<file path="config.mk">
export PLATFORM = sky130hd
export DESIGN_NAME = ahb_bus_arbiter
export DESIGN_NICKNAME = d
export VERILOG_FILES = /design/src/rtl/ahb_bus_arbiter.sv
export SDC_FILE = /design/constraint.sdc
export NUM_CORES = 1
export LEC_CHECK = 0
export ABC_AREA = 0
export ABC_CLOCK_PERIOD_IN_PS = 5400
export BUFFER_PORTS_ARGS = -buffer_cell sky130_fd_sc_hd__clkbuf_2
export CAP_MARGIN = 20
export CORE_AREA = 2 2 162 164
export CTS_CLUSTER_SIZE = 12
export DETAILED_ROUTE_END_ITERATION = 8
export DIE_AREA = 0 0 164 166
export GPL_TIMING_DRIVEN = 0
export HOLD_SLACK_MARGIN = 0.1
export MAX_ROUTING_LAYER = met4
export PLACE_DENSITY = 0.46
export SETUP_SLACK_MARGIN = 0.15
export SLEW_MARGIN = 15
export SYNTH_ARGS = -nofsm -noshare
export SYNTH_HDL_FRONTEND = slang
export SYNTH_SLANG_ARGS = --single-unit
</file>
<file path="constraint.sdc">
create_clock -name Hclk -period 5.4 [get_ports Hclk]
set_input_delay 0.54 -clock Hclk [delete_from_list [all_inputs] [get_ports Hclk]]
set_output_delay 0.54 -clock Hclk [all_outputs]
set_load 0.03 [all_outputs]
</file>
<file path="src/rtl/ahb_bus_arbiter.sv">
// Round-robin AHB arbiter and address/data mux sharing one bridge slave port among NUM_MASTERS requesters.
// Define FIXED_PRIORITY_EN to replace round-robin with lowest-index-wins priority.
module ahb_bus_arbiter #(
  parameter int NUM_MASTERS = 4,
  parameter int ADDR_W      = 32,
  parameter int DATA_W      = 32,
  parameter int MAX_BURST   = 8
) (
  input  logic                             Hclk,
  input  logic                             Hreset,
  input  logic [NUM_MASTERS-1:0]           m_Hbusreq,
  input  logic [NUM_MASTERS*ADDR_W-1:0]    m_Haddr,
  input  logic [NUM_MASTERS*2-1:0]         m_Htrans,
  input  logic [NUM_MASTERS-1:0]           m_Hwrite,
  input  logic [NUM_MASTERS*DATA_W-1:0]    m_Hwdata,
  output logic [NUM_MASTERS-1:0]           m_Hgrant,
  output logic [$clog2(NUM_MASTERS)-1:0]   Hmaster,
  output logic                             m_Hready,
  output logic [DATA_W-1:0]                m_Hrdata,
  output logic [1:0]                       m_Hresp,
  output logic [ADDR_W-1:0]                s_Haddr,
  output logic [1:0]                       s_Htrans,
  output logic                             s_Hwrite,
  output logic [DATA_W-1:0]                s_Hwdata,
  output logic                             s_Hreadyin,
  input  logic                             s_Hreadyout,
  input  logic [DATA_W-1:0]                s_Hrdata,
  input  logic [1:0]                       s_Hresp
);

  localparam int MW = $clog2(NUM_MASTERS);
  localparam int CW = $clog2(MAX_BURST + 1);

  typedef enum logic {IDLE, OWN} state_t;

  state_t                 state_q;
  logic [NUM_MASTERS-1:0] grant_q;
  logic [MW-1:0]          hmaster_q;
  logic [MW-1:0]          last_owner_q;
  logic [MW-1:0]          dmaster_q;
  logic                   dvalid_q;
  logic [CW-1:0]          beat_cnt_q;

  logic [ADDR_W-1:0]      addr_a  [NUM_MASTERS];
  logic [1:0]             trans_a [NUM_MASTERS];
  logic [DATA_W-1:0]      wdata_a [NUM_MASTERS];

  logic [1:0]             own_trans;
  logic                   own_req;
  logic [CW-1:0]          cnt_d;
  logic                   burst_done;
  logic                   others;
  logic                   rearb;
  logic                   win_found;
  logic [MW-1:0]          win_idx;

  always_comb begin
    for (int unsigned i = 0; i < NUM_MASTERS; i++) begin
      addr_a[i]  = m_Haddr[i*ADDR_W +: ADDR_W];
      trans_a[i] = m_Htrans[i*2 +: 2];
      wdata_a[i] = m_Hwdata[i*DATA_W +: DATA_W];
    end
  end

  assign own_trans  = trans_a[hmaster_q];
  assign own_req    = m_Hbusreq[hmaster_q];
  assign cnt_d      = beat_cnt_q + CW'(own_trans[1]);
  assign burst_done = own_trans[1] && (cnt_d == CW'(MAX_BURST));
  assign rearb      = !own_req || (own_trans == 2'b00) || (burst_done && others);

`ifdef FIXED_PRIORITY_EN
  always_comb begin
    win_found = 1'b0;
    win_idx   = '0;
    others    = 1'b0;
    for (int unsigned i = 0; i < NUM_MASTERS; i++) begin
      if (!win_found && m_Hbusreq[i]) begin
        win_found = 1'b1;
        win_idx   = MW'(i);
      end
      if (m_Hbusreq[i] && (i < 32'(hmaster_q))) others = 1'b1;
    end
  end
`else
  logic [MW-1:0]     base;
  int unsigned       k;

  // Search starts after the current owner in OWN, after the previous owner in IDLE.
  always_comb begin
    base      = (state_q == OWN) ? hmaster_q : last_owner_q;
    win_found = 1'b0;
    win_idx   = '0;
    k         = 0;
    for (int unsigned i = 1; i <= NUM_MASTERS; i++) begin
      k = (32'(base) + i) % NUM_MASTERS;
      if (!win_found && m_Hbusreq[k]) begin
        win_found = 1'b1;
        win_idx   = MW'(k);
      end
    end
    others = |(m_Hbusreq & ~(NUM_MASTERS'(1) << hmaster_q));
  end
`endif

  always_ff @(posedge Hclk) begin
    if (Hreset) begin
      state_q      <= IDLE;
      grant_q      <= '0;
      hmaster_q    <= '0;
      last_owner_q <= MW'(NUM_MASTERS - 1);
      dmaster_q    <= '0;
      dvalid_q     <= 1'b0;
      beat_cnt_q   <= '0;
    end else begin
      if (s_Hreadyout) begin
        dmaster_q <= hmaster_q;
        dvalid_q  <= (state_q == OWN) && own_trans[1];
      end
      case (state_q)
        IDLE: begin
          if (win_found) begin
            state_q    <= OWN;
            hmaster_q  <= win_idx;
            grant_q    <= NUM_MASTERS'(1) << win_idx;
            beat_cnt_q <= '0;
          end
        end
        OWN: begin
          if (s_Hreadyout) begin
            if (rearb) begin
              last_owner_q <= hmaster_q;
              beat_cnt_q   <= '0;
              if (win_found) begin
                hmaster_q <= win_idx;
                grant_q   <= NUM_MASTERS'(1) << win_idx;
              end else begin
                state_q <= IDLE;
                grant_q <= '0;
              end
            end else begin
              beat_cnt_q <= burst_done ? '0 : cnt_d;
            end
          end
        end
        default: state_q <= IDLE;
      endcase
    end
  end

  assign m_Hgrant   = grant_q;
  assign Hmaster    = hmaster_q;
  assign s_Haddr    = (state_q == OWN) ? addr_a[hmaster_q] : '0;
  assign s_Htrans   = (state_q == OWN) ? own_trans : 2'b00;
  assign s_Hwrite   = (state_q == OWN) ? m_Hwrite[hmaster_q] : 1'b0;
  assign s_Hwdata   = dvalid_q ? wdata_a[dmaster_q] : '0;
  assign s_Hreadyin = s_Hreadyout;
  assign m_Hready   = s_Hreadyout;
  assign m_Hrdata   = s_Hrdata;
  assign m_Hresp    = s_Hresp;

endmodule
</file>
[After elaboration in Yosys (flattened, before gate mapping)]
Cells that the tools add are included.
Cells by class
  equality and inequality tests: 4
  bitwise operators: 5
  reductions and logical operators: 18
  $lt $le $gt $ge: 7
  shift-type cells: 2
  $add $sub $neg: 5
  muxes and demuxes: 52
  multiply operators: 0
  divide/modulo/power cells: 0
Operators with widths (count)
  32-bit 2-to-1 mux: 6
  32-bit binary-select mux with 2-bit select: 2
  4-bit 2-to-1 mux: 8
  2-bit 2-to-1 mux: 11
  4-bit one-hot mux with 2 select lines: 2
  2-bit by 3-bit < comparator with 1-bit output, second input constant: 5
  1-bit 2-to-1 mux: 14
  1-bit binary-select mux with 2-bit select: 6
  1-bit by 2-bit << shifter with 4-bit output, first input constant: 2
  3-bit greater-or-equal comparator, second input constant: 2
  1-bit logical AND: 6
  2-bit inverter with 3-bit output: 2
  3-bit AND reduction: 2
  2-bit by 1-bit adder with 2-bit output, second input constant: 2
  2-bit adder, second input constant: 2
  4-bit by 1-bit adder with 4-bit output: 1
  4-bit AND: 1
  2-bit binary-select mux with 2-bit select: 1
  4-bit == test, second input constant: 1
  1-bit logical NOT: 4
  2-bit != test, second input constant: 2
  4-bit inverter: 1
  2-bit one-hot mux with 2 select lines: 1
  2-bit AND reduction: 2
  6 further kinds: 7
Word-level totals
  memory bits (read-only): 0
  memories: 0
  bits in registers: 16
  latch bits: 0
  RAM bits: 0
  logic and storage cells: 100
  input port bits: 309

[Longest topological paths before layout]
Gate-level depths: netlist of run 1.
  depth in word-level cells: 19
  depth in mapped cells: 10
  depth with buffers taken out: 9

[Worst setup path after synthesis of run 1]
Ideal clock, no wire load.
  kind: reg-to-reg
  start: reg hmaster_q[0], in the netlist Hmaster[0]
  end: reg grant_q[0], in the netlist m_Hgrant[0]
  stages on the path, launching flop included: 11
  setup slack: 2.448 ns
  data arrival time: 2.857 ns
  data required time: 5.304 ns
  setup time: 0.096 ns
  path buffers: 1
  clock period less this slack: 2.952 ns
  cells stage by stage: dfxtp_1 -> buf_6 -> mux4_2 -> ha_1 -> ha_1 -> xor2_1 -> nor3_1 -> and4_4 -> nor2_2 -> a211o_4 -> o41ai_2
Between the ends
  cells in the longest elaborated chain, start to end: 19
  elaborated cells between the ends (all ways): 54
RTL lines
  from (decl): line 38  | logic [MW-1:0] hmaster_q;
  from (signal assigned): line 123  | hmaster_q <= win_idx;
  from (signal assigned): line 134  | hmaster_q <= win_idx;
  2-bit 2-to-1 mux: line 90  | base = (state_q == OWN) ? hmaster_q : last_owner_q;
  2-bit by 1-bit adder with 2-bit output: line 95  | k = (32'(base) + i) % NUM_MASTERS;
  1-bit binary-select mux with 2-bit select: line 96  | if (!win_found && m_Hbusreq[k]) begin
  1-bit 2-to-1 mux (implied by the code): line 96
  1-bit 2-to-1 mux: line 96
  1-bit logical NOT: line 96
  1-bit logical AND: line 96
  1-bit 2-to-1 mux: line 96
  (+3 left out)
  1-bit logical NOT: line 96
  1-bit logical AND: line 96
  2-bit 2-to-1 mux: line 96
  1-bit by 2-bit << shifter with 4-bit output: line 124, 135
  4-bit 2-to-1 mux: line 133  | if (win_found) begin
  4-bit 2-to-1 mux: line 130  | if (rearb) begin
  4-bit 2-to-1 mux: line 129  | if (s_Hreadyout) begin
  4-bit one-hot mux with 2 select lines: line 119  | case (state_q)
  to (signal assigned): line 124  | grant_q <= NUM_MASTERS'(1) << win_idx;
  to (signal assigned): line 135  | grant_q <= NUM_MASTERS'(1) << win_idx;
  to (decl): line 37  | logic [NUM_MASTERS-1:0] grant_q;
Parallel ways exist; a longest one is shown, timed or not. The select of a mux whose other input is x is not followed.
A chain may end at the register's enable or synchronous reset.

[Worst setup path after layout of run 1]
  start: reg dmaster_q[0]
  end: out s_Hwdata[6]
Between the ends
  cells in the longest elaborated chain, start to end: 5
RTL lines
  from (decl): line 40  | logic [MW-1:0] dmaster_q;
  from (signal assigned): line 116  | dmaster_q <= hmaster_q;
  2-bit inverter with 3-bit output (implied by the code): line 155  | assign s_Hwdata = dvalid_q ? wdata_a[dmaster_q] : '0;
  32-bit binary-select mux with 2-bit select: line 155
  32-bit 2-to-1 mux (implied by the code) (2 in series): line 155
  32-bit 2-to-1 mux: line 155
  to (decl): line 24  | output logic [DATA_W-1:0] s_Hwdata,
Every way passes these cells. The select of a mux whose other input is x is not followed.

==> results of run 1 <==
[state kept, by name, summed over array words and instances, names as in the netlist]
register	count
beat_cnt_q	4
m_Hgrant	4
state_q	1
last_owner_q	2
Hmaster	2
dvalid_q	1
dmaster_q	2
[cell usage after synthesis (all sizes together), types with 2 or more instances]
cell type,number
dfxtp,16
o21ai,2
a22oi,2
a21oi,2
and2,68
nand3,2
buf,46
nand2b,4
nor2b,3
or2,2
ha,2
mux4,68
o41ai,2
nor2,11
clkbuf,18
nand2,5
nand3b,5
nor3,2
a211oi,3
mux2i,7
o21a,2
a211o,3
o31ai,2
[through the flow]
step | utilization | hold WS [ns] | total power, mW | cell area (um2)
finish | 0.2195 | 0.4977 | 0.9320 | 5622
global route | 0.2195 | 0.5130 | 0.9959 | 5622
CTS | 0.2194 | 0.4966 | 0.9488 | 5619
detailed placement | 0.2164 | 0.4833 | 0.7973 | 5544
global placement | 0.2164 | 0.4837 | 0.7930 | 5544
floorplan | - | 0.4746 | 0.5614 | 3213
[layout make-up]
class / instances / area, um2
fill: 2882 / 19990
multi-input combinational: 210 / 2497
timing repair buffer: 382 / 1912
tap: 335 / 419.2
buffer: 64 / 391.6
sequential: 16 / 320.3
clock buffer: 3 / 75.07
inverter: 1 / 3.754
antenna: 1 / 2.502
[worst max-delay path, delay by kind of cell (launching register included)]
kind | cells | cell delay [ns]
muxes | 1 | 0.64
and+or+nand+nor | 1 | 0.18
buffers and inverters | 3 | 1.31
DFF | 1 | 0.32
[how the worst max path moves through the flow]
stage,to,cells after the start
floorplan,m_Hgrant[0],10
finish,s_Hwdata[6],5
global route,s_Hwdata[6],5
global placement,m_Hgrant[0],10
CTS,s_Hwdata[6],5
detailed placement,s_Hwdata[6],5
[power groups by stage]
stage | clock network, mW | logic [mW] | registers (mW)
2_1_floorplan | 0 | 0.414 | 0.147
3_3_place_gp | 0 | 0.654 | 0.139
3_5_place_dp | 0 | 0.658 | 0.139
4_1_cts | 0.152 | 0.660 | 0.137
5_1_grt | 0.156 | 0.701 | 0.138
6_report | 0.146 | 0.649 | 0.137
[cell families (layout without fill, tap and decap cells)]
group | count (synthesis) | in the layout | synth area share
mux | 76 | 76 | 0.5019
compound gates | 22 | 22 | 0.05724
xor+xnor | 2 | 2 | 0.005453
other cells | 0 | 1 | 0
flops | 16 | 16 | 0.09969
fa+ha+maj | 2 | 2 | 0.007787
simple gates | 108 | 108 | 0.2048
buf+inv | 65 | 450 | 0.1231
[layer usage]
layer  track usage  vias to the layer above  wire [um]
li1              -                     1866          -
met1        0.1485                     1943       6881
met2        0.2055                      242       8227
met3       0.02198                        4       1524
met4      0.009916                        0         74
met5             -                        -          0
==> impl_summary.log, run 1 <==
[metrics] outcome: finished clean
[metrics] share of the clock period used by the worst path: 0.6019
[metrics] worst hold path class: register to register
[metrics] Cells after DPL: slightly above 1k
[metrics] maxcap violations: 0
[metrics] drt first-iter violations: roughly 140
[metrics] Detailed Place HPWL: approximately 15000 um
[metrics] setup repair after global routing missed its margin: false
[metrics] final number of setup-violating endpoints: 0
[metrics] clock network latency to the later pin of the worst-skew pair: about 0.25 ns
[metrics] Net Count, Synth: around 600
[metrics] EDFF count, synth: 0
[metrics] Pwr per Cell Area: between 150 and 200 mW/mm2
[metrics] Total Die Area: ~0.027 mm2
[metrics] count of input and output buffers: around 380
[metrics] sequential cell area fraction in the yosys report: 0.09969
[metrics] clock tree buffer depth: 2
[metrics] Num Clock Sinks: 16
[metrics] Sequential Power Share: 0.147
[metrics] initial antenna violation count: 2
[metrics] most used cells in the layout excluding fill and tap cells: clkbuf_2 (382), mux4_2 (68), and2_1 (68)
[metrics] Setup Fix Bufs, Post-CTS: 0
[metrics] worst reg2reg endpoint: m_Hgrant[0]
[metrics] number of cells on the worst reg-to-reg path: 10
[metrics] residual overflow from global routing: 0
[metrics] Yosys top cell by area: mux4_2
[metrics] setup ws final: between 2 and 2.5 ns
[metrics] Least-Margin Pin Slew: roughly 0.96 ns
[metrics] # nets final: approximately 1000
[metrics] number of detailed-routing iterations run before antenna repair: 4
[metrics] CP peak stage delay: about 0.76 ns
[metrics] number of library cell types mapped by synthesis: 45
[metrics] HP Start: m_Hgrant[2]
[metrics] maximum number of pins on one net before global-route repair: 11
[metrics] setup slack after placement: about 2.3 ns
[metrics] Net Sw Power: about 0.4 mW
[metrics] warning count from the yosys run: 0
[metrics] Comb power frac: 0.696
[metrics] Final Routed Wirelength: around 17000 um
[metrics] WHS Path Cells: 2
[metrics] summed instance area of the synthesized netlist: about 0.0032 mm2
[metrics] area share of the leading cell type in the synthesized netlist: 0.4766
[metrics] minimum clock period after layout: ~3.3 ns
[metrics] global-route wire length before repair: about 24000 um
[metrics] share of post-route cells with drive strength above 1: 0.7500
[metrics] CTS clock-pin slew for the worst setup and hold paths: about 0.050 ns
[metrics] start point of the critical path: dmaster_q[0]
[metrics] Area contributors post-synth: mux4_2 (48%), and2_1 (13%), dfxtp_1 (10%), buf_4 (8.4%), mux2i_1 (2.2%)
[metrics] wire length per cell: roughly 17 um
[metrics] Leak Pwr: ~2.8 nW
[metrics] vias after detailed routing: 4055
[metrics] die span in x: between 150 and 200 um
[metrics] Max transition margin: 0.3626
[metrics] clock root buffer master: clkbuf_16
[metrics] post-synthesis sequential element count: 16
[metrics] CTS tree: done
[metrics] sort of element at the start of the critical path: register
[metrics] kind of end point of the critical path: primary output
[metrics] Syn Area/Cell: ~11 um2
[metrics] GRT Overall Usage: 0.1185
[metrics] via/cell ratio: ~4
[metrics] sequence of cells on the critical path: clkbuf_1 -> buf_1 -> mux4_2 -> and2_1 -> clkbuf_2
[metrics] endpoint of the worst hold path: m_Hgrant[2]
[metrics] cell internal power dissipation: 0.5323 mW
[metrics] maximum fanout along the worst path: 10
[metrics] Reg-to-Reg Start: Hmaster[0]
[metrics] die height: roughly 170 um
[metrics] final weighted congestion in routability-driven placement: between 0.7 and 0.8
[metrics] number of buffers inserted during clock tree synthesis: 3
[metrics] number of cells in the finished layout apart from fillers: between 1k and 1.5k
[metrics] endpoint arrival time on the critical path: 2.71 ns
[metrics] number of global-route vias before repair: a little over 4k
[metrics] number of slew-limit violations in the final report: 0
[metrics] hold buffer count at CTS: 0
[metrics] remaining routing DRC violations: 0
[metrics] Resize count post-CTS: 0
[metrics] Max Freq: about 0.31 GHz
[metrics] Primary FF master, synth: dfxtp_1
[metrics] highest ir drop seen on vdd: roughly 100 uV
[metrics] number of standard cells after synthesis: 291
[metrics] leading cell type in the layout, fill and taps excluded: clkbuf_2
[metrics] final-report hold violation count: 0
[metrics] num rows: just under 60
[metrics] worst setup slack for register-to-register paths: 2.35 ns
[metrics] CTS HTree Levels: 1
[metrics] clock share of power: 0.157
[metrics] I/O pin total: 418
[metrics] Data required, critical path: 4.86 ns
[metrics] area of the core: about 0.026 mm2
[metrics] ys async rst share: 0
[metrics] sum of negative setup slack: 0 ns
[metrics] Final ANT Viol Nets: 0
[metrics] switching part of the total power: 0.4288
[metrics] Fin Clk Skew: about 0.0019 ns
[metrics] Max stage delay cell, worst path: buf_1
[metrics] area grow syn2layout: 74.96%
[metrics] Initial Util: 0.1254
[metrics] critical path type: register to primary output
No activity file was read; power rests on OpenSTA's default activity.
==> run 2: changes to the inputs <==
- ABC_CLOCK_PERIOD_IN_PS: 5400 -> 2800
- CORE_AREA: 2 2 162 164 -> 2 2 165 167
- DIE_AREA: 0 0 164 166 -> 0 0 167 169
- clock period: 5.4 -> 2.8 ns (I/O delays scaled with it)
==> impl_summary.log, run 2 (synthesis gave the netlist of run 1 again) <==
[metrics] outcome: finished clean
[metrics] setup slack after placement: -0.08031 ns (-2.359 ns)
[metrics] Fin Clk Skew: 0.007106 ns (+0.005179 ns)
[metrics] critical path buffer and inverter count: 1 (-2)
[metrics] final weighted congestion in routability-driven placement: 0.7947 (+3.7%)
[metrics] Cells after DPL: 1014 (+0.60%)
[metrics] kind of end point of the critical path: register
[metrics] CTS tree: done
[metrics] Final ANT Viol Nets: 0 (unchanged)
[metrics] Total Power Consumption: 1.890 mW (+100%)
[metrics] GRT Overall Usage: 0.1222 (+0.003700)
[metrics] die span in x: 167 um (+1.8%)
[metrics] Sequential Power Share: 0.140 (-0.007)
[metrics] worst hold path class: primary input to register
[metrics] share of the clock period used by the worst path: 0.9512
[metrics] clock share of power: 0.165 (+0.008)
[metrics] Least-Margin Pin Slew: 0.5928 ns (-0.3634 ns)
[metrics] area grow syn2layout: 79.95%
[metrics] Data required, critical path: 2.96 ns (-1.90 ns)
[metrics] global-route wire length before repair: 25370 um (+6.2%)
[metrics] leading cell type in the layout, fill and taps excluded: clkbuf_2
[metrics] via/cell ratio: 3.991 (-0.39%)
[metrics] drt first-iter violations: 145 (+2.8%)
[metrics] Max transition margin: 0.6048 (+0.2422)
[metrics] Max Freq: approximately 0.38 GHz
[metrics] Total Die Area: 0.02822 mm2 (+3.7%)
[metrics] die height: 169 um (+1.8%)
[metrics] minimum clock period after layout: approximately 2.7 ns
[metrics] maximum number of pins on one net before global-route repair: 11 (unchanged)
[metrics] highest ir drop seen on vdd: 219.2 uV (+120%)
[metrics] total of fill cells in the finished design: 2965 (+2.9%)
[metrics] utilization after layout: 0.2182 (-0.001282)
[metrics] endpoint arrival time on the critical path: 2.82 ns (+0.11 ns)
[metrics] library cell appearing most often on the critical path: ha_4
[metrics] GRT met2 Usage: 0.2297 (+0.02422)
[metrics] Detailed Place HPWL: 16600 um (+10%)
[metrics] hold buffer count at CTS: 0 (unchanged)
[metrics] sort of element at the start of the critical path: register
[metrics] vias after detailed routing: 4087 (+0.79%)
[metrics] Max stage delay cell, worst path: mux4_2
[metrics] CTS HTree Levels: 1 (unchanged)
[metrics] highest-utilization routing layer at the global route stage: met2
[metrics] Net Sw Power: 0.8049 mW (+100%)
[metrics] number of global-route vias before repair: 4091 (-0.39%)
[metrics] Final Routed Wirelength: 18350 um (+9.8%)
[metrics] maxcap violations: 0 (unchanged)
[metrics] worst setup slack for register-to-register paths: 0.14 ns (-2.21 ns)
[metrics] CP peak stage delay: 0.55 ns (-0.21 ns)
[metrics] M1 GR Usage: 0.1423 (-0.006180)
[metrics] sum of negative setup slack: 0 ns (unchanged)
[metrics] Num Clock Sinks: 16 (unchanged)
[metrics] CTS clock-pin slew for the worst setup and hold paths: 0.06 ns (about the same)
[metrics] num rows: 60 (+1.7%)
[metrics] remaining routing DRC violations: 0 (unchanged)
[metrics] Initial Util: 0.1212 (-0.004187)
[metrics] Pwr per Cell Area: 326.9 mW/mm2 (+97%)
[metrics] final number of setup-violating endpoints: 0 (unchanged)
[metrics] clock network latency to the later pin of the worst-skew pair: 0.25 ns (about the same)
[metrics] setup ws final: 0.1367 ns (-2.013 ns)
[metrics] clock tree buffer depth: 2 (unchanged)
[metrics] clock root buffer master: clkbuf_16
[metrics] number of buffers inserted during clock tree synthesis: 3 (unchanged)
[metrics] area of the core: 0.02650 mm2 (+3.5%)
[metrics] number of slew-limit violations in the final report: 0 (unchanged)
[metrics] most used cells in the layout excluding fill and tap cells: clkbuf_2 (387), mux4_2 (68), and2_1 (68)
[metrics] Comb power frac: 0.695 (about the same)
[metrics] sequence of cells on the critical path: buf_8 -> mux4_2 -> ha_4 -> ha_4 -> xor2_2 -> nor3_2 -> and4_4 -> nor2_4 -> a211o_4 -> o41ai_2
[metrics] count of input and output buffers: 382 (unchanged)
[metrics] final std cell area, no fill: 0.005782 mm2 (+2.8%)
[metrics] switching part of the total power: 0.4259 (-0.002935)
[metrics] # nets final: 994 (+0.51%)
[metrics] initial antenna violation count: 1 (-1)
[metrics] I/O pin total: 418 (unchanged)
[metrics] share of post-route cells with drive strength above 1: 0.7742 (+0.02419)
[metrics] wire length per cell: 17.92 um (+8.5%)
[metrics] setup repair after global routing missed its margin: true
[metrics] final-report hold violation count: 0 (unchanged)
[metrics] post-detailed-placement cell area: 0.005585 mm2 (+0.74%)
[metrics] cell internal power dissipation: 1.085 mW (+100%)
[metrics] maximum fanout along the worst path: 6 (-4)
[metrics] global routing met3 resource utilization: 0.01800 (-0.003975)
[metrics] Hold Worst Slack: 0.4633 ns (-0.03439 ns)
[metrics] cell family with the largest share of critical-path delay: compound AO/OA/AOI/OAI gates
[metrics] Leak Pwr: 2.847 nW (+2.5%)
[metrics] residual overflow from global routing: 0 (unchanged)
[metrics] number of cells in the finished layout apart from fillers: 1024 (+1.2%)
[metrics] critical path type: register to register
[metrics] number of detailed-routing iterations run before antenna repair: 4 (unchanged)
==> run 2: cell types whose count changed in the layout (fill, tap and decap cells not counted), moves of 5 or more <==
| cell | previous run | this run |
|---|---|---|
| clkbuf_1 | 18 | 13 |
| buf_2 | 7 | 2 |
| clkbuf_2 | 382 | 387 |
| buf_4 | 36 | 46 |
==> run 2: metal layers <==
layer | vias up | wire length [um] | share of wire
met5 | - | 0 | 0
met4 | 0 | 102 | 0.0056
met3 | 6 | 1293 | 0.070
met2 | 240 | 9804 | 0.53
met1 | 1964 | 7146 | 0.39
li1 | 1877 | - | -
==> run 2: layout make-up <==
class,instances,area [um2],share of cell area
antenna,1,2.502,0.0004328
buffer,64,421.7,0.07293
clock buffer,4,88.84,0.01536
inverter,1,3.754,0.0006492
multi-input combinational,210,2565,0.4436
sequential,16,324.1,0.05605
tap,341,426.7,0.07379
timing repair buffer,387,1949,0.3372
==> run 2: what timing repair did <==
action	4_1_cts	5_1_grt
setup buffers	3	2
pin swaps	5	0
gates resized for setup	18	8
endpoints found under the setup margin	48	20
==> run 2: power groups by stage <==
stage / Clock (mW) / Combinational (mW) / Sequential (mW)
2_1_floorplan: 0 / 0.804 / 0.285
3_3_place_gp: 0 / 1.29 / 0.270
3_5_place_dp: 0 / 1.30 / 0.269
4_1_cts: 0.320 / 1.33 / 0.266
5_1_grt: 0.334 / 1.40 / 0.268
6_report: 0.312 / 1.31 / 0.264
==> run 2: path summary, 6_finish.rpt <==
path / cells past startpoint / start / to
max: 10 / Hmaster[0] / m_Hgrant[0]
min: 3 / Hreset / m_Hgrant[2]
max reg2reg: 10 / Hmaster[0] / m_Hgrant[0]
min reg2reg: 2 / m_Hgrant[0] / m_Hgrant[0]
==> run 2: worst reg2reg max path, cell delays in order, from the launching register on <==
cell and delay, ns:
dfxtp_4 0.35, buf_8 0.12, mux4_2 0.55, ha_4 0.19, ha_4 0.17, xor2_2 0.15
nor3_2 0.16, and4_4 0.27, nor2_4 0.05, a211o_4 0.37, o41ai_2 0.20
==> run 3: changes to the inputs <==
- SETUP_SLACK_MARGIN: 0.15 -> unset
==> impl_summary.log, run 3 (synthesis gave the netlist of run 1 again) <==
[metrics] clock network latency to the later pin of the worst-skew pair: 0.25 ns (about the same)
[metrics] area grow syn2layout: 77.73%
[metrics] area of the core: 0.02650 mm2 (unchanged)
[metrics] Final Routed Wirelength: 17730 um (-3.4%)
[metrics] die height: 169 um (unchanged)
[metrics] num rows: 60 (unchanged)
[metrics] Sequential Power Share: 0.143 (+0.003)
[metrics] clock share of power: 0.169 (+0.004)
[metrics] GRT Overall Usage: 0.1177 (-0.004555)
[metrics] critical path type: register to primary output
[metrics] Max transition margin: 0.4792 (-0.1256)
[metrics] total of fill cells in the finished design: 2980 (+0.51%)
[metrics] vias after detailed routing: 4064 (-0.56%)
[metrics] post-detailed-placement cell area: 0.005555 mm2 (-0.54%)
[metrics] number of cells in the finished layout apart from fillers: 1021 (-0.29%)
[metrics] count of input and output buffers: 382 (unchanged)
[metrics] number of global-route vias before repair: 4089 (-0.049%)
[metrics] switching part of the total power: 0.4281 (+0.002150)
[metrics] number of buffers inserted during clock tree synthesis: 3 (unchanged)
[metrics] share of the clock period used by the worst path: 0.9649 (+0.01374)
[metrics] number of slew-limit violations in the final report: 0 (unchanged)
[metrics] Num Clock Sinks: 16 (unchanged)
[metrics] residual overflow from global routing: 0 (unchanged)
[metrics] Total Power Consumption: 1.874 mW (-0.86%)
[metrics] leading cell type in the layout, fill and taps excluded: clkbuf_2
[metrics] maxcap violations: 0 (unchanged)
[metrics] Comb power frac: 0.688 (-0.007)
[metrics] Data required, critical path: 2.52 ns (-0.44 ns)
[metrics] final std cell area, no fill: 0.005710 mm2 (-1.2%)
[metrics] Initial Util: 0.1212 (unchanged)
[metrics] CTS clock-pin slew for the worst setup and hold paths: 0.05 ns (about the same)
[metrics] setup repair after global routing missed its margin: false
[metrics] Max Freq: 0.3701 GHz (-1.4%)
[metrics] drt first-iter violations: 110 (-24%)
[metrics] I/O pin total: 418 (unchanged)
[metrics] wire length per cell: 17.36 um (-3.1%)
[metrics] share of post-route cells with drive strength above 1: 0.7644 (-0.009834)
[metrics] global-route wire length before repair: 24500 um (-3.5%)
[metrics] cell internal power dissipation: 1.072 mW (-1.2%)
[metrics] clock tree buffer depth: 2 (unchanged)
[metrics] Net Sw Power: 0.8020 mW (-0.36%)
[metrics] die span in x: 167 um (unchanged)
[metrics] utilization after layout: 0.2155 (-0.002692)
[metrics] maximum fanout along the worst path: 10 (+4)
[metrics] Detailed Place HPWL: 15770 um (-5.0%)
[metrics] Least-Margin Pin Slew: 0.7812 ns (+0.1884 ns)
[metrics] clock root buffer master: clkbuf_16
[metrics] hold buffer count at CTS: 0 (unchanged)
[metrics] number of detailed-routing iterations run before antenna repair: 4 (unchanged)
[metrics] # nets final: 991 (-0.30%)
[metrics] via/cell ratio: 3.980 (-0.27%)
[metrics] Pwr per Cell Area: 328.1 mW/mm2 (+0.38%)
[metrics] final weighted congestion in routability-driven placement: 0.7585 (-4.6%)
[metrics] kind of end point of the critical path: primary output
[metrics] initial antenna violation count: 1 (unchanged)
[metrics] Final ANT Viol Nets: 0 (unchanged)
[metrics] most used cells in the layout excluding fill and tap cells: clkbuf_2 (383), mux4_2 (68), and2_1 (68)
[metrics] worst hold path class: primary input to register
[metrics] CTS tree: done
[metrics] CTS HTree Levels: 1 (unchanged)
[metrics] minimum clock period after layout: 2.702 ns (+0.03849 ns)
[metrics] Fin Clk Skew: 0.001966 ns (-0.005140 ns)
[metrics] sum of negative setup slack: 0 ns (unchanged)
[metrics] Leak Pwr: 2.808 nW (-1.4%)
[metrics] highest ir drop seen on vdd: 216.4 uV (-1.3%)
[metrics] final number of setup-violating endpoints: 0 (unchanged)
[metrics] outcome: finished clean
[metrics] maximum number of pins on one net before global-route repair: 11 (unchanged)
[metrics] Total Die Area: 0.02822 mm2 (unchanged)
[metrics] final-report hold violation count: 0 (unchanged)
[metrics] remaining routing DRC violations: 0 (unchanged)
[metrics] endpoint arrival time on the critical path: 2.42 ns (-0.40 ns)
[metrics] Cells after DPL: 1014 (unchanged)
[metrics] sort of element at the start of the critical path: register
## run 3: routing by layer
layer / track usage / wire length [um] / vias to the layer above
li1: - / - / 1871
met1: 0.1385 / 6816 / 1934
met2: 0.2158 / 9256 / 255
met3: 0.02502 / 1620 / 4
met4: 0.006372 / 31 / 0
met5: - / 0 / -
## run 3: power by group through the flow
| stage | Sequential, mW | Combinational, mW | Clock, mW |
|---|---|---|---|
| floorplan | 0.285 | 0.799 | 0 |
| global placement | 0.269 | 1.29 | 0 |
| detailed placement | 0.269 | 1.29 | 0 |
| CTS | 0.264 | 1.32 | 0.322 |
| global route | 0.272 | 1.38 | 0.331 |
| finish | 0.268 | 1.29 | 0.316 |
## run 3: path summary, 6_finish.rpt
kind               startpoint          end  slack [ns]  cells after the start
hold / removal         Hreset   Hmaster[1]        0.46                      3
setup reg to reg   Hmaster[0]  m_Hgrant[2]        0.12                      9
setup / recovery   Hmaster[1]   s_Haddr[6]         0.1                      5
hold reg to reg   m_Hgrant[3]  m_Hgrant[3]        0.49                      2
## run 3: area by class of cell
class                           instances  area [um2]  share of cell area
Antenna cell                            1       2.502           0.0004382
Inverter                                1       3.754           0.0006573
Timing Repair Buffer                  385        1934              0.3387
Buffer                                 63       395.4             0.06924
Multi-Input combinational cell        210        2535              0.4439
Tap cell                              341       426.7             0.07472
Clock buffer                            4       88.84             0.01556
Sequential cell                        16       324.1             0.05675
## run 3: timing repair
action / CTS / global route
setup buffers: 3 / 0
setup endpoints to repair: 24 / 28
gates resized for setup: 11 / 5
pin swaps: 5 / 4
## run 3: worst max-delay path, stage by stage, from the launching register on
cell and delay, ns:
dfxtp_1 0.48, buf_2 0.36, clkbuf_1 0.51, mux4_2 0.39, and2_1 0.22, clkbuf_2 0.20
## run 3: metrics by stage
step	hold slack, ns	setup WS, ns
2_1_floorplan	0.4746	0.003526
3_3_place_gp	0.4827	-0.1887
3_5_place_dp	0.4844	-0.1776
4_1_cts	0.4170	0.008519
5_1_grt	0.4697	0.005617
6_report	0.4635	0.09823
